`config.mk`:
```
export PLATFORM = sky130hd
export DESIGN_NAME = vga_draw_sequencer
export DESIGN_NICKNAME = d
export VERILOG_FILES = /design/src/rtl/vga_draw_sequencer.sv
export SDC_FILE = /design/constraint.sdc
export NUM_CORES = 1
export LEC_CHECK = 0
export ABC_AREA = 1
export CAP_MARGIN = 0
export CORE_ASPECT_RATIO = 1.25
export CORE_MARGIN = 2
export CORE_UTILIZATION = 45
export CTS_CLUSTER_SIZE = 14
export DETAILED_ROUTE_END_ITERATION = 7
export GPL_TIMING_DRIVEN = 1
export PLACE_DENSITY_LB_ADDON = 0.08
export SYNTH_ARGS = -nofsm -noshare
export SYNTH_HDL_FRONTEND = slang
export SYNTH_SLANG_ARGS = --single-unit
```
`constraint.sdc`:
```
create_clock -name clk -period 2.7 [get_ports clk]
set_input_delay 0.54 -clock clk [delete_from_list [all_inputs] [get_ports clk]]
set_output_delay 0.54 -clock clk [all_outputs]
set_load 0.02 [all_outputs]
```
`src/rtl/vga_draw_sequencer.sv`:
```
// Shares the VGA plot port between the screen-fill and circle engines: clears the
// screen after reset, then runs queued circle commands one at a time.
module vga_draw_sequencer #(
   parameter int QDEPTH = 4
) (
   input  logic       clk,
   input  logic       rst,
   input  logic       cmd_valid,
   output logic       cmd_ready,
   input  logic [7:0] cmd_cx,
   input  logic [6:0] cmd_cy,
   input  logic [7:0] cmd_r,
   input  logic [2:0] cmd_colour,
   input  logic       clear_req,
   output logic       busy,
   output logic [7:0] jobs_done,
   output logic       fill_start,
   input  logic       fill_done,
   input  logic [7:0] fill_x,
   input  logic [6:0] fill_y,
   input  logic [2:0] fill_colour,
   input  logic       fill_plot,
   output logic       circ_start,
   output logic [7:0] circ_cx,
   output logic [6:0] circ_cy,
   output logic [7:0] circ_r,
   output logic [2:0] circ_colour,
   input  logic       circ_done,
   input  logic [7:0] circ_x,
   input  logic [6:0] circ_y,
   input  logic [2:0] circ_pix_colour,
   input  logic       circ_plot,
   output logic [7:0] VGA_X,
   output logic [6:0] VGA_Y,
   output logic [2:0] VGA_COLOUR,
   output logic       VGA_PLOT
);

   localparam int AW = $clog2(QDEPTH);
   localparam logic [AW:0] FULL_CNT = QDEPTH[AW:0];

   typedef enum logic [2:0] {
      IDLE,
      CLEAR,
      CLEAR_ACK,
      DRAW,
      DRAW_ACK
   } state_t;

   typedef struct packed {
      logic [7:0] cx;
      logic [6:0] cy;
      logic [7:0] r;
      logic [2:0] colour;
   } job_t;

   state_t        state, state_nx;
   logic          clear_pend;
   logic          start_clear;
   logic          push, pop, full, empty;
   logic [AW-1:0] wr_ptr, rd_ptr;
   logic [AW:0]   count;
   job_t          fifo_mem [QDEPTH];
   job_t          cmd_job, head_job;

   assign cmd_job   = {cmd_cx, cmd_cy, cmd_r, cmd_colour};
   assign head_job  = fifo_mem[rd_ptr];
   assign full      = (count == FULL_CNT);
   assign empty     = (count == '0);
   assign cmd_ready = !full;
   assign push      = cmd_valid && !full;
   assign busy      = (state != IDLE) || !empty || clear_pend;

   // NOTE: every output of this block gets a default first, so no path through
   // the case statement can leave a signal unassigned and infer a latch.
   always_comb begin
      state_nx    = state;
      pop         = 1'b0;
      start_clear = 1'b0;
      fill_start  = 1'b0;
      circ_start  = 1'b0;
      VGA_X       = '0;
      VGA_Y       = '0;
      VGA_COLOUR  = '0;
      VGA_PLOT    = 1'b0;
      case (state)
         IDLE: begin
            // A pending clear always wins over queued circles.
            if (clear_pend) begin
               start_clear = 1'b1;
               state_nx    = CLEAR;
            end else if (!empty) begin
               pop      = 1'b1;
               state_nx = DRAW;
            end
         end
         CLEAR: begin
            fill_start = 1'b1;
            VGA_X      = fill_x;
            VGA_Y      = fill_y;
            VGA_COLOUR = fill_colour;
            VGA_PLOT   = fill_plot;
            if (fill_done) state_nx = CLEAR_ACK;
         end
         CLEAR_ACK: begin
            if (!fill_done) state_nx = IDLE;
         end
         DRAW: begin
            circ_start = 1'b1;
            VGA_X      = circ_x;
            VGA_Y      = circ_y;
            VGA_COLOUR = circ_pix_colour;
            VGA_PLOT   = circ_plot;
            if (circ_done) state_nx = DRAW_ACK;
         end
         DRAW_ACK: begin
            if (!circ_done) state_nx = IDLE;
         end
         default: state_nx = IDLE;
      endcase
   end

   // NOTE: state is updated with non-blocking assignments so every flop samples
   // the pre-edge values, regardless of the order the always blocks are evaluated.
   always_ff @(posedge clk) begin
      if (rst) state <= IDLE;
      else     state <= state_nx;
   end

   always_ff @(posedge clk) begin
      if (rst) begin
         wr_ptr <= '0;
         rd_ptr <= '0;
         count  <= '0;
      end else begin
         if (push) wr_ptr <= wr_ptr + 1'b1;
         if (pop)  rd_ptr <= rd_ptr + 1'b1;
         case ({push, pop})
            2'b10:   count <= count + 1'b1;
            2'b01:   count <= count - 1'b1;
            default: count <= count;
         endcase
      end
   end

   // NOTE: the command storage is deliberately left without reset; entries are
   // only ever read behind the reset-cleared pointers and count.
   always_ff @(posedge clk) begin
      if (push) fifo_mem[wr_ptr] <= cmd_job;
   end

   always_ff @(posedge clk) begin
      if (rst) begin
         clear_pend  <= 1'b1;
         circ_cx     <= '0;
         circ_cy     <= '0;
         circ_r      <= '0;
         circ_colour <= '0;
         jobs_done   <= '0;
      end else begin
         // A request landing on the edge that launches a clear is absorbed by it.
         if (start_clear)    clear_pend <= 1'b0;
         else if (clear_req) clear_pend <= 1'b1;
         if (pop) {circ_cx, circ_cy, circ_r, circ_colour} <= head_job;
         if (state == DRAW && circ_done) jobs_done <= jobs_done + 8'd1;
      end
   end

endmodule

```
==> summary.txt <==
Placement
  – Placed Instances: 847
  – Port Buffer Count: 126
  – GP Congestion: 0.809
  – DP HPWL: 8370 um

Timing
  – Hold Fails Final Rpt: 0
  – Fmax: 385 MHz
  – RSZ-0062 raised after global routing: false
  – Fin crit share: 96.2%
  – Post-route setup TNS: 0 ps
  – Clock skew: 8.80 ps
  – Measured slew at the worst slew-check pin: 870 ps
  – Tmin final: 2600 ps
  – Max_slew headroom: 41.9%
  – Fin. max-slew vios: 0
  – Final setup fails: 0

Routing
  – Post-Route WL: 13800 um
  – DRT iter0 DRCs: 249
  – Wire per inst: 15.7 um
  – Post-route DRC: 0
  – Post-DRT Antenna Nets: 0
  – TritonRoute pass-1 iters: 4
  – Routed vias: 4500
  – DR vias/cell: 5.12

Clock network
  – Clk pin slew, worst setup/hold paths: 60 ps
  – Num CTS Buffers: 17
  – Root Driver: clkbuf_16
  – CTS H-tree depth: 4
  – Deepest clock path buffer count: 2
  – Sinks on the clock net: 149
  – Clk Latency, worst-skew pair: 410 ps
  – CTS tree: built
  – Post-CTS setup buffers: 0

Worst setup path
  – Buf+Inv Stages, Crit Path: 3
  – Crit Path Category: reg2out
  – R2R Path End: count[2]
  – Critical Path Start Type: flip-flop
  – Critical path, cell by cell: nand3_1 -> inv_1 -> buf_6 -> a22o_1 -> clkdlybuf4s50_1
  – Worst Reg-to-Reg Cells: 13
  – Crit path launch: state[0]
  – CP required: 2160 ps
  – Crit end category: output pin
  – RR Startpoint: state[0]
  – Worst R2R Setup Slack: 580 ps
  – Crit-path slowest cell: clkdlybuf4s50_1
  – Critical Path Max Stage Delay: 600 ps
  – Crit path DAT: 2060 ps
  – Delay-heaviest family, CP: buffers and inverters
  – Crit-path max FO: 21

Logic synthesis
  – Synthesis-stage register bit count: 149
  – Area contributors post-synth: edfxtp_1 51%, dfxtp_1 15%, nor2_1 6.8%
  – Post-Syn Instances: 567
  – Syn Nets: 644
  – Area share of the largest cell type after synthesis: 51.3%
  – Synth warnings: 0
  – Cell accounting for the most synthesized area: edfxtp_1
  – Avg Cell Area, Syn: 10.7 um2
  – Mapped Area: 6090 um2
  – Synth unique cells: 29
  – Sequential cell area fraction in the yosys report: 66.1%

Power and ir drop
  – PD cells: 775 nW/um2
  – Leak: 3.08 nW
  – Peak supply drop: 0.407 mV

GRT
  – Total GRT Usage: 19.2%
  – Largest net degree at the start of global routing: 54
  – Vias in the first global route: 4366
  – Total global routing overflow: 0
  – First-pass GRT wire length: 21200 um
  – Initial antenna violation count: 0

Min path
  – Worst Hold End: circ_r[6]
  – Worst hold path type: reg2reg
  – Hold Crit Depth: 2
  – Hold Crit Start: circ_r[6]

Layout
  – Layout cells sized above 1: 9.32%
  – Synth-to-layout area growth: 32.6%
  – Total Nets Final: 772
  – Filler Cells Inserted: 1120
  – Area of the multi-input gates: 1790 um2
  – Register area: 4030 um2
  – Non-Filler Instances: 879
  – ANT cells: 0

Floorplan
  – Core area: 13200 um2
  – Die Outline Area: 14500 um2
  – Initial core utilization: 46.0%
  – Die width: 108 um
  – FP Rows: 47
  – Die Y: 134 um
  – I/O pins: 127

Flow run
  – MaxCap Viol Count: 0

Outcome
  – Status: complete, no violations
==> layer usage <==
metal  wire, um  vias up  global-route usage, %  share of wire, %
li1           -     2210                      -                 -
met1       5680     2127                   22.1                41
met2       6920      151                   34.1                50
met3       1040       12                   6.03               7.6
met4        132        0                   5.77              0.96
met5          0        -                      0                 0
==> state kept, by name (all words and copies together) (netlist names) <==
name,cells
count,3
wr_ptr,2
fifo_mem,104
clear_pend,1
rd_ptr,2
state,3
circ_colour,3
jobs_done,8
circ_cy,7
circ_cx,8
circ_r,8
==> worst register-to-register path, stage by stage (launching register included) <==
cell	delay, ps
dfxtp_1	350
nor2_2	160
nand2_2	90
clkinv_2	70
nand2_4	70
clkinv_8	140
ha_1	180
inv_1	80
fa_1	380
nor2_1	110
nor2_1	50
nand2_1	90
o21ai_0	110
a21oi_1	170
==> through the flow <==
stage               hold WS (ps)  utilization, %  instance area (um2)  setup slack, ps  total power, mW
CTS                          465            60.7                 8030             16.0             6.33
global route                 476            61.0                 8070             1.37             6.58
floorplan                    463               -                 6090              301             3.68
detailed placement           456            56.8                 7510              374             4.27
finish                       463            61.0                 8070              103             6.26
global placement             452            56.8                 7510              379             4.24
==> area by class of cell <==
class	count	share of cell area (%)
Inverter	29	1.52
Clock inverter	12	1.02
Multi-Input combinational cell	360	22.2
Clock buffer	20	5.41
Timing Repair Buffer	138	17.3
Tap cell	171	2.65
Sequential cell	149	49.9
==> cell usage in the layout (no fill, tap or decap), drive strengths merged <==
master and instances:
ha 6, dlymetal6s2s 15, fa 1, a21oi 36, nand3 5, buf 13
nor2 113, o21ai 90, clkinvlp 4, clkdlybuf4s50 110, nand2 85, edfxtp 104
a31oi 1, a22o 19, clkinv 8, clkbuf 20, nand4 3, dfxtp 45
inv 29, nor3 1
==> report_power, final <==
part / switching (mW) / leakage [nW] / internal [mW]
combinational: 0.870 / 1.51 / 0.618
clock: 0.887 / 0.242 / 1.17
sequential: 0.0816 / 1.32 / 2.63
==> worst max path at each step <==
stage	depth (start not counted)	slack [ps]	end
2_1_floorplan	4	300	fifo_mem[0][0]
3_3_place_gp	3	380	VGA_Y[2]
3_5_place_dp	3	370	VGA_Y[2]
4_1_cts	5	20	VGA_Y[2]
5_1_grt	5	1	VGA_COLOUR[1]
6_report	5	100	VGA_COLOUR[1]
==> synthesized netlist by cell type <==
cell type / n
nand2_4: 1
a21oi_2: 11
buf_12: 1
clkbuf_1: 10
nor2_2: 1
inv_2: 1
clkinv_2: 1
nor2_4: 1
ha_1: 6
nand3_1: 5
nor3_2: 1
buf_4: 2
nand2_2: 2
buf_2: 10
o21ai_1: 19
a22o_1: 19
o21ai_0: 71
nand4_1: 3
edfxtp_1: 104
clkbuf_2: 3
clkinv_8: 1
dfxtp_1: 45
a31oi_1: 1
inv_1: 26
buf_8: 3
fa_1: 1
nor2_1: 111
a21oi_1: 25
nand2_1: 82
==> kinds of logic (layout without fill, tap and decap cells) <==
group	after synthesis	count (layout)	synth area share, %
simple gates	207	207	13.5
flops	149	149	66.1
compound gates	146	146	13.9
buf+inv	58	199	5.01
fa+ha+maj	7	7	1.56
==> timing repair <==
action	4_1_cts	5_1_grt
gates resized for setup	0	16
endpoints found under the setup margin	0	19
hold buffers	0	0
No activity file was read; power rests on OpenSTA's default activity.
